File: src/rtl/seq_mul_sm.sv
// Sequential shift-add multiplier, N x N -> 2N, with per-operation signed/unsigned mode.
// Optional macro SEQ_MUL_SM_EARLY_EXIT_EN: leave RUN as soon as the remaining multiplier bits are zero.
module seq_mul_sm #(
    parameter int N = 8
) (
    input  logic           clk,
    input  logic           rst_n,
    input  logic           start,
    input  logic           signed_mode,
    input  logic [N-1:0]   multiplier,
    input  logic [N-1:0]   multiplicand,
    output logic [2*N-1:0] product,
    output logic           ready,
    output logic           busy,
    output logic [2:0]     dbg_state
);

    localparam int CW = (N > 2) ? $clog2(N) : 1;

    typedef enum logic [2:0] {
        IDLE = 3'd0,
        LOAD = 3'd1,
        RUN  = 3'd2,
        FIX  = 3'd3,
        DONE = 3'd4
    } state_t;

    state_t state, state_next;

    // Handshake: start is sampled on every rising edge but is accepted only
    // when ready=1 (DONE) or in IDLE; while busy=1 it is ignored and the
    // latched operands are left untouched.
    logic           accept;

    logic [N-1:0]   op_a;
    logic [N-1:0]   op_b;
    logic           mode_q;
    logic [N-1:0]   mult_q;
    logic [N-1:0]   mag_b;
    logic           neg_q;
    logic [2*N:0]   acc_q;
    logic [CW-1:0]  cnt_q;

    logic [2*N:0]   addend;
    logic [2*N:0]   acc_sum;
    logic [2*N:0]   acc_shift;
`ifdef SEQ_MUL_SM_EARLY_EXIT_EN
    logic [CW:0]    remaining;
`endif

    assign accept = start && (state == IDLE || state == DONE);

    always_comb begin
        addend    = mult_q[0] ? {1'b0, mag_b, {N{1'b0}}} : '0;
        acc_sum   = acc_q + addend;
        acc_shift = acc_sum >> 1;
    end

`ifdef SEQ_MUL_SM_EARLY_EXIT_EN
    assign remaining = {1'b0, cnt_q} + (CW+1)'(1);
`endif

    always_ff @(posedge clk) begin
        if (!rst_n) begin
            state <= IDLE;
        end else begin
            state <= state_next;
        end
    end

    always_comb begin
        state_next = state;
        ready      = 1'b0;
        busy       = 1'b0;
        case (state)
            IDLE: begin
                if (start) state_next = LOAD;
            end
            LOAD: begin
                busy       = 1'b1;
                state_next = RUN;
            end
            RUN: begin
                busy = 1'b1;
`ifdef SEQ_MUL_SM_EARLY_EXIT_EN
                if (mult_q == '0 || cnt_q == '0) state_next = FIX;
`else
                if (cnt_q == '0) state_next = FIX;
`endif
            end
            FIX: begin
                busy       = 1'b1;
                state_next = DONE;
            end
            DONE: begin
                ready = 1'b1;
                if (start) state_next = LOAD;
            end
            default: state_next = IDLE;
        endcase
    end

    always_ff @(posedge clk) begin
        if (!rst_n) begin
            op_a    <= '0;
            op_b    <= '0;
            mode_q  <= 1'b0;
            mult_q  <= '0;
            mag_b   <= '0;
            neg_q   <= 1'b0;
            acc_q   <= '0;
            cnt_q   <= '0;
            product <= '0;
        end else begin
            if (accept) begin
                op_a   <= multiplier;
                op_b   <= multiplicand;
                mode_q <= signed_mode;
            end
            case (state)
                LOAD: begin
                    // |-2^(N-1)| wraps back to 2^(N-1), which is correct as unsigned.
                    mult_q <= (mode_q && op_a[N-1]) ? -op_a : op_a;
                    mag_b  <= (mode_q && op_b[N-1]) ? -op_b : op_b;
                    neg_q  <= mode_q && (op_a[N-1] ^ op_b[N-1]);
                    acc_q  <= '0;
                    cnt_q  <= CW'(N-1);
                end
                RUN: begin
`ifdef SEQ_MUL_SM_EARLY_EXIT_EN
                    if (mult_q == '0) begin
                        // No more adds to come: apply all outstanding shifts at once.
                        acc_q <= acc_q >> remaining;
                    end else begin
                        acc_q  <= acc_shift;
                        mult_q <= mult_q >> 1;
                        cnt_q  <= cnt_q - CW'(1);
                    end
`else
                    acc_q  <= acc_shift;
                    mult_q <= mult_q >> 1;
                    cnt_q  <= cnt_q - CW'(1);
`endif
                end
                FIX: begin
                    product <= neg_q ? -acc_q[2*N-1:0] : acc_q[2*N-1:0];
                end
                default: ;
            endcase
        end
    end

    assign dbg_state = state;

endmodule

File: config.mk
export PLATFORM = sky130hd
export DESIGN_NAME = seq_mul_sm
export DESIGN_NICKNAME = d
export VERILOG_FILES = /design/src/rtl/seq_mul_sm.sv
export SDC_FILE = /design/constraint.sdc
export NUM_CORES = 1
export LEC_CHECK = 0
export CELL_PAD_IN_SITES_DETAIL_PLACEMENT = 1
export CELL_PAD_IN_SITES_GLOBAL_PLACEMENT = 1
export CORE_MARGIN = 5
export CORE_UTILIZATION = 38
export CTS_CLUSTER_SIZE = 14
export DETAILED_ROUTE_END_ITERATION = 8
export PLACE_DENSITY_LB_ADDON = 0.1
export SETUP_SLACK_MARGIN = 0.5
export SYNTH_ARGS = -nofsm -noshare
export SYNTH_HDL_FRONTEND = slang
export SYNTH_SLANG_ARGS = --single-unit
File: constraint.sdc
create_clock -name clk -period 2 [get_ports clk]
set_input_delay 0.5 -clock clk [delete_from_list [all_inputs] [get_ports clk]]
set_output_delay 0.5 -clock clk [all_outputs]
set_load 0.02 [all_outputs]
==> metrics.md, run 1 <==
| Metric | Value |
|---|---|
| Num rows | `35` |
| Crit Path Max Fanout | `2` |
| Hold Fails Final Rpt | `0` |
| Distinct cells, synth | `52` |
| Core area | `9240 um2` |
| FFs w/ async S/R, synth | `0` |
| CTS tree | `done` |
| Mapped Area | `3590 um2` |
| Drt drc | `0` |
| Period utilization | `0.972` |
| Min-delay src | `mag_b[7]` |
| Ys Warns | `0` |
| Busiest grt layer | `met2` |
| Status | `finished clean` |
| Measured slew at the worst slew-check pin | `465 ps` |
| Post-synth top area cell | `dfxtp_1` |
| Setup Viol. Count Final | `0` |
| Utilization after layout | `0.590` |
| Post-Synth Adder-Cell Area | `0.0508` |
| Syn avg cell area | `8.19 um2` |
| Synth Instances | `439` |
| Power Internal | `0.00246 W` |
| Synth Area in XOR/XNOR | `0.0609` |
| Worst Hold Class | `flop to flop` |
| Die footprint | `11500 um2` |
| Drt total wl | `13300 um` |
| I/O pins | `41` |
| Synth Flop Type | `dfxtp_1` |
| WL/cell | `19.7 um` |
| Fin cells | `674` |
| Worst setup EP type | `flop` |
| Worst VDD drop | `325 uV` |
| Clk_skew | `8.88 ps` |
| Worst Path Arrival | `2190 ps` |
| Req. time, crit path | `2250 ps` |
| Num CTS Buffers | `9` |
| Simple-gate area share of the yosys netlist | `0.201` |
| Startpoint types | `flop` |
| FMAX | `0.514 GHz` |
| Starting density of the core | `0.389` |
| Combinational share of power | `0.229` |
| R2R Path Start | `mag_b[0]` |
| Total chip power | `0.00353 W` |
| Sw Pwr | `0.00107 W` |
| Fraction of the mapped netlist area in compound gates | `0.223` |
| Part of the power in registers | `0.447` |
| Initial antenna violation count | `0` |
| Syn nets | `473` |
| Clk network pwr share | `0.324` |
| R2R Setup Slk | `60 ps` |
| Buffers on Ports | `40` |
| Post-synth top area share | `0.401` |
| Global-route track usage on met2 | `0.357` |
| Sw Ratio | `0.302` |
| DR pass1 iterations | `4` |
| DR vias | `3672` |
| Critical path origin | `mag_b[0]` |
| Die X | `107 um` |
| Post-synthesis mux area share | `0.0139` |
| Number of synthesized register bits | `72` |
| PwrDens | `648 nW/um2` |
| Clock buffer depth | `2` |
| Overflow after GRT | `0` |
| Clock Pin Slew Worst Setup and Hold Paths | `80 ps` |
| Syn-to-layout area delta | `51.6%` |
| Post-layout min period | `1940 ps` |
| Via density | `5.45` |
| Root buf cell | `clkbuf_8` |
| Layout net count | `574` |
| 1st-iter DRT viols | `117` |
| EDFF count, synth | `0` |
| Post-Place Setup Slack | `59.0 ps` |
| H-tree depth | `3` |
| Grt met1 use | `0.216` |
| M3 GR Usage | `0.0336` |
| Fraction of layout cells with a size suffix above 1 | `0.376` |
| Pin count of the biggest net entering global routing | `23` |
| Antenna Cells | `0` |
| Clock Latency Late Sink | `360 ps` |
| Clock sink count | `72` |
| Slew Limit Headroom | `0.685` |
| Max-slew violation count | `0` |
| Gr usage total | `0.191` |
| Post-Place Cells | `609` |
| RSZ-0062 raised after global routing | `true` |
| Placer Congestion | `0.843` |
| Max_cap viols | `0` |
| Hpwl dp | `6980 um` |
| Post-route ant nets | `0` |
| Chip Height | `107 um` |
| Hold_buf cts | `0` |
| First-pass GRT wire length | `17500 um` |
| P_leak | `2.13 nW` |
| Number of global-route vias before repair | `3554` |
| Final worst setup slack | `56.2 ps` |
| Largest family of logic cells by synthesized area | `compound AO/OA/AOI/OAI gates` |
| Critical path class | `flop to flop` |
| Post-synthesis sequential area ratio | `0.401` |
| Synth area leaders | `dfxtp_1 (40%), a21oi_1 (6.5%), nand2_1 (6.4%)` |
## through the flow
stage / area [um2] / hold slack (ps) / TNS, ps
floorplan: 3710 / 429 / 0
global placement: 4360 / 446 / 0
detailed placement: 4360 / 444 / 0
CTS: 5010 / 454 / 0
global route: 5450 / 499 / -23.4
finish: 5450 / 456 / 0
## synthesized netlist by cell type, drive strengths merged, types with 2 or more instances
| library cell | count |
|---|---|
| a211oi | 10 |
| a21o | 2 |
| a21oi | 47 |
| a221oi | 3 |
| a22oi | 13 |
| a311oi | 4 |
| a31oi | 4 |
| and2 | 11 |
| clkbuf | 22 |
| dfxtp | 72 |
| ha | 13 |
| inv | 18 |
| mux2i | 5 |
| nand2 | 61 |
| nand2b | 4 |
| nand3 | 9 |
| nor2 | 44 |
| nor3 | 10 |
| nor3b | 4 |
| nor4 | 2 |
| o211ai | 3 |
| o21ai | 21 |
| o311ai | 3 |
| o31ai | 4 |
| o41ai | 2 |
| or3 | 5 |
| xnor2 | 9 |
| xor2 | 16 |
## metal layers
layer | share of wire | wire [um]
met1 | 0.39 | 5180
met2 | 0.53 | 7080
met3 | 0.033 | 438
met4 | 0.042 | 551
met5 | 0 | 0
## cell families (layout without fill, tap and decap cells)
group                      after synthesis  after routing
DFF                                     72             72
muxes                                    5              5
AOI/OAI and AO/OA                      126            126
xor gates and xnor gates                25             25
adders and majority gates               14             14
and+or+nand+nor                        156            156
buffers and inverters                   41            147
## power by group through the flow
stage | sequential (W) | combinational (W) | clock [W]
after floorplan | 0.00160 | 0.000322 | 0
after detailed placement | 0.00161 | 0.000529 | 0
after global routing | 0.00159 | 0.000865 | 0.00121
after CTS | 0.00157 | 0.000624 | 0.00115
after global placement | 0.00161 | 0.000517 | 0
final | 0.00158 | 0.000808 | 0.00114
## registers in the layout (all words and copies together) (netlist names)
| name | cells |
|---|---|
| acc_q | 16 |
| mag_b | 8 |
| neg_q | 1 |
| op_b | 8 |
| mult_q | 8 |
| cnt_q | 3 |
| mode_q | 1 |
| product | 16 |
| op_a | 8 |
| dbg_state | 3 |
## worst paths after layout
check	end	cells past startpoint
worst max-delay path	acc_q[14]	9
worst min-delay path	mag_b[7]	2
worst max register to register	acc_q[14]	9
worst min register to register	mag_b[7]	2
## final cells by class
class,instances,area (um2)
clock buffer,12,135
clock inverter,4,45.0
fill,1051,3790
inverter,18,70.1
multi-input combinational,326,2450
sequential,72,1480
tap,129,161
timing repair buffer,113,1110
## worst max-delay path, cell delays in order, from the launching register on
cell,delay (ps)
dfxtp_2,340
and2_4,160
ha_4,160
buf_6,110
buf_6,110
a21oi_4,190
o21ai_2,110
a2111oi_4,270
mux2i_1,310
nand2_1,80
## cells in the final DEF (no fill, tap or decap), drive strengths merged, types with 2 or more instances in the layout
cell           synthesis  final
clkbuf                22     25
ha                    13     13
clkinv                 0      3
inv                   18     18
a21o                   2      2
a21oi                 47     47
nor3                  10     10
o211ai                 3      3
or3                    5      5
and2                  11     11
o31ai                  4      4
xor2                  16     16
nand2                 61     61
nand2b                 4      4
mux2i                  5      5
nor2                  44     44
o311ai                 3      3
xnor2                  9      9
dfxtp                 72     72
buf                    1     77
nor3b                  4      4
a31oi                  4      4
a221oi                 3      3
nor4                   2      2
a311oi                 4      4
o21ai                 21     21
clkdlybuf4s50          0     17
dlymetal6s2s           0      2
o41ai                  2      2
nand3                  9      9
clkdlybuf4s15          0      4
a211oi                10     10
a22oi                 13     13
## repair_timing
action	4_1_cts	5_1_grt
resized for setup	134	91
setup buffers	21	21
hold endpoints to repair	0	0
endpoints found under the setup margin	54	81
pin swaps	34	41
gates cloned	3	4
(Power assumes the default switching activity.)
==> run 2, diff against run 1 <==
Settings changed: GPL_ROUTABILITY_DRIVEN from default to 0, SKIP_CTS_REPAIR_TIMING from default to 1.
==> metrics.md, run 2 (synthesized netlist as in run 1, its figures left out) <==
| Metric | Value |
|---|---|
| Max-slew violation count | `0` |
| WL/cell | `15.9 um` |
| Root buf cell | `clkbuf_8` |
| Fraction of layout cells with a size suffix above 1 | `0.250` |
| Antenna Cells | `0` |
| Top flop regs | `acc_q: 16 flops, product: 16 flops` |
| Initial antenna violation count | `0` |
| Utilization after layout | `0.544` |
| Worst Hold Class | `flop to flop` |
| Layout net count | `540` |
| Most frequent cells in the layout | `nand2_1 (57), dfxtp_1 (56), a21oi_1 (42), nor2_1 (39), buf_4 (25)` |
| Min-delay src | `mag_b[7]` |
| Post-layout min period | `1930 ps` |
| CTS tree | `done` |
| DR pass1 iterations | `4` |
| Number of global-route vias before repair | `3296` |
| Busiest grt layer | `met2` |
| P_leak | `2.16 nW` |
| Worst setup EP type | `flop` |
| Post-Place Cells | `609` |
| Critical path class | `flop to flop` |
| Combinational share of power | `0.179` |
| M3 GR Usage | `0.0324` |
| Clock Pin Slew Worst Setup and Hold Paths | `80 ps` |
| DR vias | `3330` |
| Startpoint types | `flop` |
| R2R Path Start | `mult_q[0]` |
| I/O pins | `41` |
| Sw Ratio | `0.284` |
| Starting density of the core | `0.389` |
| Pin count of the biggest net entering global routing | `33` |
| Setup Viol. Count Final | `0` |
| Chip Height | `107 um` |
| 1st-iter DRT viols | `56` |
| First-pass GRT wire length | `15600 um` |
| Num rows | `35` |
| H-tree depth | `3` |
| Post-route ant nets | `0` |
| Buffers on Ports | `40` |
| Measured slew at the worst slew-check pin | `456 ps` |
| Overflow after GRT | `0` |
| Commonest non-fill, non-tap cell in the layout | `nand2_1` |
| Worst Path Arrival | `2150 ps` |
| Num CTS Buffers | `9` |
| Gr usage total | `0.168` |
| Worst VDD drop | `342 uV` |
| Sw Pwr | `0.000929 W` |
| Core area | `9240 um2` |
| Hpwl dp | `6980 um` |
| Total chip power | `0.00327 W` |
| DP Area | `4360 um2` |
| Clk_skew | `8.77 ps` |
| Max_cap viols | `0` |
| Fin cells | `640` |
| Clock Latency Late Sink | `350 ps` |
| Req. time, crit path | `2220 ps` |
| Part of the power in registers | `0.482` |
| Fin area | `5030 um2` |
| Slew Limit Headroom | `0.692` |
| Crit Path Max Fanout | `3` |
| Via density | `5.20` |
| Clock sink count | `72` |
| RSZ-0062 raised after global routing | `true` |
| Drt total wl | `10200 um` |
| Status | `finished clean` |
| Period utilization | `0.963` |
| Critical path origin | `mult_q[0]` |
| Grt met1 use | `0.202` |
| Die X | `107 um` |
| Hold Fails Final Rpt | `0` |
| PwrDens | `650 nW/um2` |
| Setup TNS | `0 ps` |
| FMAX | `0.519 GHz` |
| Clock buffer depth | `2` |
| Clk network pwr share | `0.340` |
| Drt drc | `0` |
| Power Internal | `0.00234 W` |
| Die footprint | `11500 um2` |
| Global-route track usage on met2 | `0.297` |
| Syn-to-layout area delta | `39.9%` |
run 2: changes by cell type in the layout (fill, tap and decap cells not counted), sizes merged:
cell	change
clkbuf	-10
buf	-37
dlymetal6s2s	+17
clkdlybuf4s15	-4
run 2: path summary, 6_finish.rpt:
| path | to | slack (ps) | cells past startpoint |
|---|---|---|---|
| max | acc_q[13] | 70 | 8 |
| min | mag_b[7] | 450 | 2 |
| min reg2reg | mag_b[7] | 450 | 2 |
| max reg2reg | acc_q[13] | 70 | 8 |
run 2: per-layer routing:
metal | wire, um | vias up | part of all wire
met3 | 270 | 13 | 0.027
met5 | 0 | - | 0
met1 | 4320 | 1577 | 0.42
met2 | 5420 | 59 | 0.53
met4 | 176 | 0 | 0.017
li1 | - | 1681 | -
run 2: stage by stage:
stage / setup WS [ps] / hold WS [ps]
5_1_grt: 5.15 / 499
3_5_place_dp: 59.0 / 444
3_3_place_gp: 113 / 446
4_1_cts: -252 / 454
6_report: 73.2 / 453
2_1_floorplan: 116 / 429
run 2: power by group through the flow:
stage,clock network (W),registers (W),logic [W]
after global routing,0.00119,0.00159,0.000647
after detailed placement,0,0.00161,0.000529
after CTS,0.00115,0.00158,0.000532
after floorplan,0,0.00160,0.000322
final,0.00111,0.00158,0.000584
after global placement,0,0.00161,0.000517
run 2: area by class of cell:
cell class	count	area (um2)
Fill cell	1059	4210
Timing Repair Buffer	79	817
Inverter	18	70.1
Clock buffer	12	135
Sequential cell	72	1480
Multi-Input combinational cell	326	2320
Tap cell	129	161
Clock inverter	4	45.0
run 2: critical path: stages, from the launching register on:
cell      delay [ps]
dfxtp_4          350
and2_4           140
ha_4             160
fa_2             390
a211oi_2         270
o21bai_1         110
a21oi_2          170
xor2_1           150
o21ai_1           80
